## config.mk

```make
export PLATFORM = sky130hd
export DESIGN_NAME = uart_tx_fifo
export DESIGN_NICKNAME = d
export VERILOG_FILES = /design/src/rtl/uart_pkg.sv /design/src/rtl/uart_sync_fifo.sv /design/src/rtl/uart_tx_fifo.sv
export SDC_FILE = /design/constraint.sdc
export NUM_CORES = 1
export LEC_CHECK = 0
export ABC_CLOCK_PERIOD_IN_PS = 3800
export CAP_MARGIN = 20
export CORE_MARGIN = 4
export CORE_UTILIZATION = 30
export CTS_CLUSTER_DIAMETER = 200
export CTS_CLUSTER_SIZE = 8
export DETAILED_ROUTE_END_ITERATION = 8
export PLACE_DENSITY = 0.52
export SYNTH_ARGS = -nofsm -noshare
export SYNTH_HDL_FRONTEND = slang
export SYNTH_SLANG_ARGS = --single-unit
```

## constraint.sdc

```tcl
create_clock -name CLK -period 3.8 [get_ports CLK]
set_input_delay 0.57 -clock CLK [delete_from_list [all_inputs] [get_ports CLK]]
set_output_delay 0.57 -clock CLK [all_outputs]
set_load 0.05 [all_outputs]
```

## src/rtl/uart_pkg.sv

```systemverilog
// Shared definitions for the buffered UART transmit path.
package uart_pkg;

    // Serializer states; IDLE is the only state where the line is not in a frame.
    typedef enum logic [2:0] {
        IDLE   = 3'd0,
        START  = 3'd1,
        DATA   = 3'd2,
        PARITY = 3'd3,
        STOP   = 3'd4
    } tx_state_e;

    // Parity type select values.
    localparam logic PAR_EVEN = 1'b0;
    localparam logic PAR_ODD  = 1'b1;

endpackage

```

## src/rtl/uart_sync_fifo.sv

```systemverilog
// Synchronous word FIFO. The pointers carry one extra wrap bit so that
// full and empty are distinct without a separate counter register.
module uart_sync_fifo #(
    parameter int DATA_WIDTH = 8,
    parameter int FIFO_DEPTH = 8
) (
    input  logic                          clk,
    input  logic                          rst_n,
    input  logic                          push,
    input  logic [DATA_WIDTH-1:0]         push_data,
    input  logic                          pop,
    output logic [DATA_WIDTH-1:0]         pop_data,
    output logic                          full,
    output logic                          empty,
    output logic [$clog2(FIFO_DEPTH):0]   count
);

    localparam int AW = $clog2(FIFO_DEPTH);

    logic [AW:0]           wr_ptr_q, wr_ptr_d;
    logic [AW:0]           rd_ptr_q, rd_ptr_d;
    logic [DATA_WIDTH-1:0] mem_q [FIFO_DEPTH];
    logic                  do_push;
    logic                  do_pop;

    // Flags, occupancy and pointer advance; a full FIFO refuses a push even
    // when a pop happens in the same cycle.
    always_comb begin
        count    = wr_ptr_q - rd_ptr_q;
        full     = (count == (AW+1)'(FIFO_DEPTH));
        empty    = (wr_ptr_q == rd_ptr_q);
        do_push  = push & ~full;
        do_pop   = pop & ~empty;
        wr_ptr_d = wr_ptr_q + {{AW{1'b0}}, do_push};
        rd_ptr_d = rd_ptr_q + {{AW{1'b0}}, do_pop};
        pop_data = mem_q[rd_ptr_q[AW-1:0]];
    end

    // Pointer registers; reset flushes the queue.
    always_ff @(posedge clk) begin
        if (!rst_n) begin
            wr_ptr_q <= '0;
            rd_ptr_q <= '0;
        end else begin
            wr_ptr_q <= wr_ptr_d;
            rd_ptr_q <= rd_ptr_d;
        end
    end

    // Storage array; contents need no reset since the pointers gate reads.
    always_ff @(posedge clk) begin
        if (do_push) begin
            mem_q[wr_ptr_q[AW-1:0]] <= push_data;
        end
    end

endmodule

```

## src/rtl/uart_tx_fifo.sv

```systemverilog
// Buffered UART transmitter: FIFO in front of a serializer with its own
// baud divider, optional parity and one or two stop bits. Configuration is
// captured when a word is loaded, so mid-frame changes wait for the next frame.
module uart_tx_fifo #(
    parameter int DATA_WIDTH = 8,
    parameter int FIFO_DEPTH = 8,
    parameter int DIV_WIDTH  = 16
) (
    input  logic                          CLK,
    input  logic                          RST,
    input  logic [DIV_WIDTH-1:0]          DIV,
    input  logic                          PAR_EN,
    input  logic                          PAR_TYP,
    input  logic                          STOP2,
    input  logic                          IN_VALID,
    input  logic [DATA_WIDTH-1:0]         IN_DATA,
    output logic                          IN_READY,
    output logic                          TX_OUT,
    output logic                          BUSY,
    output logic [$clog2(FIFO_DEPTH):0]   FIFO_COUNT
);

    import uart_pkg::*;

    localparam int BW = $clog2(DATA_WIDTH);

    tx_state_e             state_q, state_d;
    logic [DIV_WIDTH-1:0]  baud_q, baud_d;
    logic [BW-1:0]         bit_q, bit_d;
    logic                  stop_q, stop_d;
    logic [DATA_WIDTH-1:0] shreg_q, shreg_d;
    logic [DIV_WIDTH-1:0]  div_q, div_d;
    logic                  par_en_q, par_en_d;
    logic                  stop2_q, stop2_d;
    logic                  par_q, par_d;
    logic                  tx_q, tx_d;
    logic                  busy_q, busy_d;

    logic                  fifo_pop;
    logic [DATA_WIDTH-1:0] fifo_rdata;
    logic                  fifo_full;
    logic                  fifo_empty;
    logic                  load;
    logic                  bit_end;

    function automatic logic parity_bit(input logic [DATA_WIDTH-1:0] d,
                                        input logic typ);
        return (^d) ^ (typ == PAR_ODD);
    endfunction

    uart_sync_fifo #(
        .DATA_WIDTH (DATA_WIDTH),
        .FIFO_DEPTH (FIFO_DEPTH)
    ) u_fifo (
        .clk       (CLK),
        .rst_n     (RST),
        .push      (IN_VALID),
        .push_data (IN_DATA),
        .pop       (fifo_pop),
        .pop_data  (fifo_rdata),
        .full      (fifo_full),
        .empty     (fifo_empty),
        .count     (FIFO_COUNT)
    );

    assign IN_READY = ~fifo_full;
    assign TX_OUT   = tx_q;
    assign BUSY     = busy_q;

    // Frame sequencing: bit timing, bit counting, shifting and word loads.
    always_comb begin
        state_d  = state_q;
        baud_d   = baud_q;
        bit_d    = bit_q;
        stop_d   = stop_q;
        shreg_d  = shreg_q;
        div_d    = div_q;
        par_en_d = par_en_q;
        stop2_d  = stop2_q;
        par_d    = par_q;
        fifo_pop = 1'b0;
        load     = 1'b0;
        bit_end  = (baud_q == div_q);

        if (state_q != IDLE) begin
            baud_d = bit_end ? '0 : baud_q + DIV_WIDTH'(1);
        end

        case (state_q)
            IDLE: begin
                load = ~fifo_empty;
            end
            START: begin
                if (bit_end) begin
                    state_d = DATA;
                    bit_d   = '0;
                end
            end
            DATA: begin
                if (bit_end) begin
                    if (bit_q == BW'(DATA_WIDTH-1)) begin
                        state_d = par_en_q ? PARITY : STOP;
                        stop_d  = 1'b0;
                    end else begin
                        bit_d   = bit_q + BW'(1);
                        shreg_d = shreg_q >> 1;
                    end
                end
            end
            PARITY: begin
                if (bit_end) begin
                    state_d = STOP;
                    stop_d  = 1'b0;
                end
            end
            STOP: begin
                if (bit_end) begin
                    if (stop2_q && !stop_q) begin
                        stop_d = 1'b1;
                    end else if (!fifo_empty) begin
                        load = 1'b1;
                    end else begin
                        state_d = IDLE;
                    end
                end
            end
            default: begin
                state_d = IDLE;
            end
        endcase

        // Loading pops the FIFO and snapshots the word and line settings.
        if (load) begin
            fifo_pop = 1'b1;
            state_d  = START;
            baud_d   = '0;
            bit_d    = '0;
            stop_d   = 1'b0;
            shreg_d  = fifo_rdata;
            div_d    = DIV;
            par_en_d = PAR_EN;
            stop2_d  = STOP2;
            par_d    = parity_bit(fifo_rdata, PAR_TYP);
        end
    end

    // Line level and busy flag are decoded from the next state so both
    // leave the block straight from flops.
    always_comb begin
        busy_d = (state_d != IDLE);
        case (state_d)
            START:   tx_d = 1'b0;
            DATA:    tx_d = shreg_d[0];
            PARITY:  tx_d = par_d;
            default: tx_d = 1'b1;
        endcase
    end

    // Control state; reset aborts any frame and parks the line high.
    always_ff @(posedge CLK) begin
        if (!RST) begin
            state_q <= IDLE;
            baud_q  <= '0;
            bit_q   <= '0;
            stop_q  <= 1'b0;
            tx_q    <= 1'b1;
            busy_q  <= 1'b0;
        end else begin
            state_q <= state_d;
            baud_q  <= baud_d;
            bit_q   <= bit_d;
            stop_q  <= stop_d;
            tx_q    <= tx_d;
            busy_q  <= busy_d;
        end
    end

    // Frame data and captured settings; only meaningful once a word is loaded.
    always_ff @(posedge CLK) begin
        shreg_q  <= shreg_d;
        div_q    <= div_d;
        par_en_q <= par_en_d;
        stop2_q  <= stop2_d;
        par_q    <= par_d;
    end

endmodule

```

==> results.cfg, run 1 <==
[global_routing]
grt_antenna_before_repair = 0
grt.total_usage_pct = 10.9
grt_max_degree = 20
overflow = 0
grt_pass1_wl_um = 16300
grt_pass1_vias = 3091

[place]
gp_congestion = 0.720
port-buffer-count = 36
hpwl_um = 6770
placedInstanceArea_um2 = 5950
place_worst_setup_slack_ns = 0.949

[synthesis]
syn_inst = 374
synth_edf_count = 89
synth.avg_cell_area_um2 = 14.2
yosysTopAreaCellShare_pct = 50.4
syn_area_um2 = 5300
synth.most_common_cell = edfxtp_1
ys_types = 47
syn_nets = 415
synth_top_area_cell = edfxtp_1
netlist_top_cells_count = edfxtp_1 (89), dfxtp_1 (35), nor2_1 (33)
synth-seq-cells = 124
synthTopCellsByArea = edfxtp_1 (50%), dfxtp_1 (13%), mux4_1 (6.9%)
yosys_warnings = 0
ys_seq_area_share_pct = 63.7
synthFlopType = edfxtp_1
async_reset_ff_share_pct = 0

[setup_path]
slowest_stage = clkdlybuf4s50_1
critPathMaxFanout = 8
required_ns = 3.23
critical_path_arrival_ns = 2.63
slowest_delay_ns = 0.86
worst_setup_path_end_kind = primary output
path_cells = ha_1 -> a21o_1 -> a21oi_1 -> xor2_1 -> clkdlybuf4s50_1
path_class = reg -> out
start_kind = flip-flop

[run_status]
status = finished clean

[detailed_routing]
drc = 0
drt-pass1-iter-count = 4
drt_iter0_drc = 160
viasPerCell = 4.56
wl_um = 10200
ant_nets = 0
num_vias = 3039
post_drt_wl_per_cell_um = 15.4

[timing]
clock_skew_ns = 0.00588
rsz0062_at_grt = false
setup-violations-final = 0
drv_slew = 0
fin_setup_tns_ns = 0
tightest_slew_ns = 0.725
hold_viol = 0
slew_headroom_pct = 51.6
max_freq_mhz = 312
post-route-period-util_pct = 84.3
fin_ws_ns = 0.597
min_period_ns = 3.20

[floorplan]
die_area_um2 = 19800
io_pins = 37
chipHeight_um = 141
die_width_um = 141
initial_utilization_pct = 30.6
rows = 48
core_area_um2 = 17300

[clocking]
cts_setup_buffers = 0
cts_resized = 0
htree_levels = 4
clockBufferDepth = 2
cts_buffers = 17
tritoncts = yes
clkTransAtPathRegs_ns = 0.05
insertion_delay_ns = 0.41
root_buffer = clkbuf_16
ctsHoldBuffers = 0
clkSinkCount = 124

[cells_and_area]
diodes = 0
design_area_um2 = 6540
nets = 469
nFillCells = 1642
multi_input_area_um2 = 1790
syn2layout_area_growth_pct = 23.4
drive_gt1_share_pct = 11.1
regArea_um2 = 3370

[flow_run]
drv_cap = 0

[pwr]
cellPowerDensity_nw_per_um2 = 751
peakVddDrop_uv = 422
leakage_nw = 2.37

[min_path]
hold_class = reg -> reg
[kinds of logic (layout without fill, tap and decap cells)]
family,count (synthesis),in the layout,share of synthesized area (%)
buffers and inverters,27,94,2.48
flip-flops,124,124,63.7
XOR/XNOR,43,43,7.25
AO/OA/AOI/OAI,34,34,4.04
AND/OR/NAND/NOR,110,110,10.1
multiplexers,25,25,9.73
adder cells (fa/ha/maj),11,11,2.74
[flip-flops by register name, summed over array words and instances, names as in the netlist, 3 cells and up]
| signal | flops |
|---|---|
| baud_q | 16 |
| bit_q | 3 |
| div_q | 16 |
| shreg_q | 8 |
| state_q | 3 |
| u_fifo.mem_q | 64 |
| u_fifo.rd_ptr_q | 4 |
| u_fifo.wr_ptr_q | 4 |
[metrics by stage]
step | utilization [%] | power (mW) | cells | hold WS [ns]
finish | 37.8 | 4.91 | 666 | 0.450
global route | 37.8 | 5.19 | 666 | 0.473
CTS | 37.8 | 4.99 | 666 | 0.458
detailed placement | 34.4 | 3.38 | 634 | 0.453
global placement | 34.4 | 3.35 | 634 | 0.433
floorplan | - | 2.98 | 374 | 0.420
[worst max-delay path: cells and delay by family, from the launching register on]
family	cells	cell delay (ns)
buffers and inverters	1	0.86
DFF	1	0.46
AOI/OAI and AO/OA	2	0.35
xor gates and xnor gates	1	0.25
adders and majority gates	1	0.30
[cell usage in the layout (no fill, tap or decap), types with 3 or more instances in the layout]
cell type,n
and2_1,10
buf_4,12
a22oi_1,3
and3_1,3
nand4_1,6
nand2_1,24
o21ai_0,10
inv_1,13
clkinv_2,5
clkbuf_1,3
nor3_1,7
nor2_1,33
edfxtp_1,89
ha_1,10
nand3_1,9
a21oi_1,9
mux2i_1,8
nand2b_1,4
bufinv_16,3
clkdlybuf4s50_1,36
nor2b_1,3
xor2_1,28
mux4_1,14
clkbuf_16,17
nor4_1,4
dfxtp_1,35
xnor2_1,14
[cell type report]
cell class	count	share of cell area [%]
Sequential cell	124	51.6
Timing Repair Buffer	48	6.89
Clock buffer	20	6.68
Tap cell	225	4.31
Inverter	14	0.804
Clock inverter	12	2.26
Multi-Input combinational cell	223	27.4
[final timing paths]
kind	from	endpoint	slack, ns	cells past startpoint
setup reg to reg	baud_q[10]	div_q[12]	0.99	7
setup / recovery	u_fifo.wr_ptr_q[1]	FIFO_COUNT[3]	0.60	5
hold / removal	par_q	par_q	0.45	2
hold reg to reg	par_q	par_q	0.45	2
[power breakdown]
group	switching [mW]	internal (mW)	total, mW
combinational	0.849	0.564	1.41
sequential	0.106	1.79	1.90
clock	0.574	1.03	1.60
total	1.53	3.38	4.91
[layer usage]
layer | GRT usage, % | share of wire, % | routed length, um | vias up
met3 | 3.97 | 4.5 | 458 | 11
met2 | 17.1 | 48 | 4910 | 50
met4 | 4.28 | 1.5 | 153 | 0
met1 | 13.7 | 46 | 4710 | 1486
met5 | 0 | 0 | 0 | -
li1 | - | - | - | 1492
Power figures use the tool's default switching activity.
==> inputs of run 2 (changes only) <==
--- a/config.mk
+++ b/config.mk
@@ -5,7 +5,7 @@
 export SDC_FILE = /design/constraint.sdc
 export NUM_CORES = 1
 export LEC_CHECK = 0
-export ABC_CLOCK_PERIOD_IN_PS = 3800
+export ABC_CLOCK_PERIOD_IN_PS = 3300
 export CAP_MARGIN = 20
 export CORE_MARGIN = 4
 export CORE_UTILIZATION = 30
==> constraint.sdc (replaced) <==
create_clock -name CLK -period 3.3 [get_ports CLK]
set_input_delay 0.495 -clock CLK [delete_from_list [all_inputs] [get_ports CLK]]
set_output_delay 0.495 -clock CLK [all_outputs]
set_load 0.05 [all_outputs]
==> run 2 against run 1 <==
Clock skew rose by 0.0020 ns. Wire length rose by 0.17%. Setup slack got worse by 0.26 ns. Die area did not move. Register-to-register slack got worse by 0.37 ns. Sequential power rose by 15%. Worst hold slack improved by 0.0035 ns. Utilization rose by 0.12 points. Critical path depth did not move. Critical endpoint is now FIFO_COUNT[2]. Highest routed layer unchanged.
==> results.cfg, run 2 (same netlist as run 1, synthesis figures left out) <==
[pwr]
leakage_nw = 2.39
total_power_mw = 5.72
peakVddDrop_uv = 413
cellPowerDensity_nw_per_um2 = 873

[timing]
fin_setup_tns_ns = 0
clock_skew_ns = 0.00787
setup-violations-final = 0
slew_headroom_pct = 52.9
post-route-period-util_pct = 89.9
drv_slew = 0
max_freq_mhz = 337
rsz0062_at_grt = false
min_period_ns = 2.97
hold_viol = 0
tightest_slew_ns = 0.705

[setup_path]
cp-startpoint = u_fifo.wr_ptr_q[1]
path_class = reg -> out
start_kind = flip-flop
worst_setup_path_end_kind = primary output
rrSetupSlack_ns = 0.62
cpMostUsedCell = inv_1
ff2ff_path_depth = 6
slowest_stage = clkdlybuf4s50_1
critPathMaxFanout = 8
critPathTopFamily = buffers and inverters
required_ns = 2.80
r2r-start = baud_q[10]
reg2reg_to = div_q[13]
slowest_delay_ns = 0.79
crit_buf_inv = 3
path_cells = inv_1 -> fa_1 -> xor2_1 -> inv_1 -> clkdlybuf4s50_1
critical_path_arrival_ns = 2.47

[detailed_routing]
drt-pass1-iter-count = 4
wl_um = 10200
ant_nets = 0
post_drt_wl_per_cell_um = 15.4
drc = 0
drt_iter0_drc = 156
num_vias = 3081
viasPerCell = 4.63

[global_routing]
grt.total_usage_pct = 11.0
grt_pass1_wl_um = 16500
grt_pass1_vias = 3103
overflow = 0
grt_antenna_before_repair = 0
grt_max_degree = 19

[clocking]
insertion_delay_ns = 0.41
clkTransAtPathRegs_ns = 0.06
ctsHoldBuffers = 0
clkSinkCount = 124
htree_levels = 4
clockBufferDepth = 2
root_buffer = clkbuf_16
cts_buffers = 17
tritoncts = yes
cts_resized = 0
cts_setup_buffers = 0

[min_path]
hold_class = reg -> reg
holdCritStartpoint = par_q
worstHoldPathCells = 2
holdPathEnd = par_q

[run_status]
status = finished clean

[floorplan]
core_area_um2 = 17300
die_area_um2 = 19800
die_width_um = 141
chipHeight_um = 141
initial_utilization_pct = 30.6
rows = 48
io_pins = 37

[place]
placedInstanceArea_um2 = 5950
gp_congestion = 0.785
port-buffer-count = 36
hpwl_um = 6820

[cells_and_area]
diodes = 0
syn2layout_area_growth_pct = 23.7
final_common_cell = edfxtp_1
nets = 469
layout_common_cells = edfxtp_1 (89), dfxtp_1 (35), nor2_1 (33), clkdlybuf4s50_1 (33), xor2_1 (27)
largest_reg_flops = 64
design_area_um2 = 6560
drive_gt1_share_pct = 11.6

[flow_run]
drv_cap = 0
==> run 2: stage by stage <==
step           hold slack, ns  setup slack, ns  util, %  std cells
2_1_floorplan           0.420           0.0655        -        374
3_3_place_gp            0.446            0.629     34.4        634
3_5_place_dp            0.447            0.573     34.4        634
4_1_cts                 0.452            0.309     37.9        666
5_1_grt                 0.496            0.227     37.9        666
6_report                0.454            0.333     37.9        666
==> run 2: final cells by class <==
type / count / area [um^2]
Clock buffer: 18 / 429
Tap cell: 225 / 282
Multi-Input combinational cell: 223 / 1800
Sequential cell: 124 / 3370
Clock inverter: 14 / 175
Fill cell: 1659 / 10700
Timing Repair Buffer: 48 / 443
Inverter: 14 / 52.6
==> run 2: worst register-to-register path, delay by kind of cell, from the launching register on <==
kind	cells	cell delay (ns)
simple gates	2	0.55
buf+inv	1	0.60
compound gates	2	0.58
xor+xnor	1	0.19
flops	1	0.38
==> run 2: layer usage <==
metal / share of wire (%) / vias to the layer above / wire length [um] / global-route usage, %
met5: 0 / - / 0 / 0
met2: 48 / 73 / 4970 / 18.0
li1: - / 1494 / - / -
met4: 1.8 / 0 / 182 / 4.33
met3: 4.8 / 17 / 495 / 3.60
met1: 45 / 1497 / 4600 / 13.4
==> run 2: worst max-delay path by stage <==
stage	endpoint	depth (start not counted)
4_1_cts	FIFO_COUNT[2]	5
2_1_floorplan	u_fifo.mem_q[1][0]	10
5_1_grt	FIFO_COUNT[2]	5
3_3_place_gp	div_q[12]	6
6_report	FIFO_COUNT[2]	5
3_5_place_dp	div_q[12]	6
==> run 2: report_power, final <==
| part | switching, mW | internal [mW] | leakage (nW) |
|---|---|---|---|
| combinational | 0.989 | 0.640 | 0.989 |
| sequential | 0.126 | 2.06 | 1.11 |
| clock | 0.652 | 1.25 | 0.294 |
| total | 1.77 | 3.95 | 2.39 |
==> inputs of run 3 (changes only) <==
--- a/config.mk
+++ b/config.mk
@@ -12,7 +12,9 @@
 export CTS_CLUSTER_DIAMETER = 200
 export CTS_CLUSTER_SIZE = 8
 export DETAILED_ROUTE_END_ITERATION = 8
-export PLACE_DENSITY = 0.52
+export DONT_BUFFER_PORTS = 1
+export PLACE_DENSITY = 0.55
+export RECOVER_POWER = 100
 export SYNTH_ARGS = -nofsm -noshare
 export SYNTH_HDL_FRONTEND = slang
 export SYNTH_SLANG_ARGS = --single-unit
==> run 3 against run 2 <==
Clock power about the same. Sequential share of layout area increased by 3.2 points. Via count decreased by 4.7%. Clock skew increased by 0.00086 ns. Die area unchanged. Power decreased by 2.6%. Critical path type unchanged. Non-clock buffer count decreased by 33. Global-route usage decreased by 0.20 points. Utilization decreased by 2.2 points. Fmax increased by 3.3%. Design area decreased by 5.8%. Combinational power decreased by 9.8%. Critical endpoint is now IN_READY.
==> results.cfg, run 3 (same netlist as run 1, synthesis figures left out) <==
[run_status]
status = finished clean

[cells_and_area]
design_area_um2 = 6170
layout_common_cells = edfxtp_1 (89), dfxtp_1 (35), nor2_1 (33), xor2_1 (27), nand2_1 (24)
regArea_um2 = 3370
multi_input_area_um2 = 1800
drive_gt1_share_pct = 11.0
utilization_pct = 35.7
stdcell_count = 633
largest_reg_flops = 64
final_common_cell = edfxtp_1
nets = 436
syn2layout_area_growth_pct = 16.6
nFillCells = 1691
diodes = 0

[min_path]
worstHoldPathCells = 0
holdPathEnd = u_fifo.mem_q[1][7]
holdCritStartpoint = IN_DATA[7]
hold_class = in -> reg

[clocking]
insertion_delay_ns = 0.41
ctsHoldBuffers = 0
cts_resized = 0
htree_levels = 4
clockBufferDepth = 2
cts_buffers = 17
cts_setup_buffers = 0
tritoncts = yes
root_buffer = clkbuf_16
clkSinkCount = 124
clkTransAtPathRegs_ns = 0.06

[floorplan]
die_width_um = 141
chipHeight_um = 141
rows = 48
core_area_um2 = 17300
initial_utilization_pct = 30.6
io_pins = 37
die_area_um2 = 19800

[setup_path]
required_ns = 2.80
r2r-start = u_fifo.wr_ptr_q[1]
ff2ff_path_depth = 8
worst_setup_path_end_kind = primary output
start_kind = flip-flop
rrSetupSlack_ns = 0.44
critical_path_arrival_ns = 2.38
reg2reg_to = u_fifo.mem_q[0][4]
critPathMaxFanout = 8
path_class = reg -> out

[pwr]
peakVddDrop_uv = 424
cellPowerDensity_nw_per_um2 = 902
leakage_nw = 2.21
total_power_mw = 5.57

[detailed_routing]
viasPerCell = 4.64
drc = 0
drt_iter0_drc = 143
ant_nets = 0
post_drt_wl_per_cell_um = 15.8
num_vias = 2937
drt-pass1-iter-count = 4
wl_um = 10000

[flow_run]
drv_cap = 0

[timing]
min_period_ns = 2.87
setup-violations-final = 0
slew_headroom_pct = 28.4
rsz0062_at_grt = false
drv_slew = 0
clock_skew_ns = 0.00873
max_freq_mhz = 348
hold_viol = 0
tightest_slew_ns = 1.07
holdWs_ns = 0.169
fin_ws_ns = 0.428
post-route-period-util_pct = 87.0
fin_setup_tns_ns = 0

[global_routing]
use_met1_pct = 12.8
grt_max_degree = 20
grt_antenna_before_repair = 0
busiest_layer = met2
grt.total_usage_pct = 10.8
overflow = 0
grt_pass1_vias = 3003
grt_pass1_wl_um = 16300
met2_usage_pct = 17.6
globalRouteMet3Util_pct = 4.07

[place]
placedInstanceArea_um2 = 5620
hpwl_um = 6830
place_worst_setup_slack_ns = 0.675
port-buffer-count = 0
dp.cells = 601
gp_congestion = 0.738
-- run 3: cell types whose count changed in the layout (fill, tap and decap cells not counted), sizes merged --
cell,before,now
clkinv,8,4
clkbuf,18,29
bufinv,4,2
inv,15,23
clkinvlp,1,0
buf,15,3
clkdlybuf4s50,33,0
-- run 3: worst max-delay path by stage --
stage / start / end / slack [ns] / cells past startpoint
after floorplan: u_fifo.rd_ptr_q[1] / u_fifo.mem_q[1][0] / 0.07 / 10
after global placement: div_q[12] / u_fifo.rd_ptr_q[3] / 0.76 / 10
after detailed placement: div_q[12] / u_fifo.rd_ptr_q[1] / 0.67 / 9
after CTS: u_fifo.wr_ptr_q[1] / IN_READY / 0.42 / 7
after global routing: u_fifo.wr_ptr_q[1] / u_fifo.mem_q[0][6] / 0.17 / 8
final: u_fifo.wr_ptr_q[1] / IN_READY / 0.43 / 7
-- run 3: critical path: stages (launching register included) --
cell and delay, ns:
dfxtp_1 0.47, ha_1 0.30, a21o_1 0.18, a21oi_1 0.22, xor2_2 0.20, buf_4 0.23, nand4_1 0.11, clkbuf_2 0.25
-- run 3: final cells by class --
type | instances | share of cell area, %
Inverter | 14 | 0.851
Clock buffer | 17 | 6.89
Tap cell | 225 | 4.56
Clock inverter | 15 | 2.84
Multi-Input combinational cell | 223 | 29.1
Sequential cell | 124 | 54.6
Timing Repair Buffer | 15 | 1.16
-- run 3: power breakdown --
part	internal [mW]	switching, mW	total [mW]	leakage, nW
logic	0.539	0.933	1.47	0.812
registers	2.06	0.162	2.23	1.11
clock network	1.14	0.735	1.87	0.298
total	3.74	1.83	5.57	2.21
-- run 3: layer usage --
layer / vias to the layer above / part of all wire (%)
met5: - / 0
met4: 0 / 1.6
met3: 16 / 5.0
met2: 52 / 50
met1: 1441 / 44
li1: 1428 / -
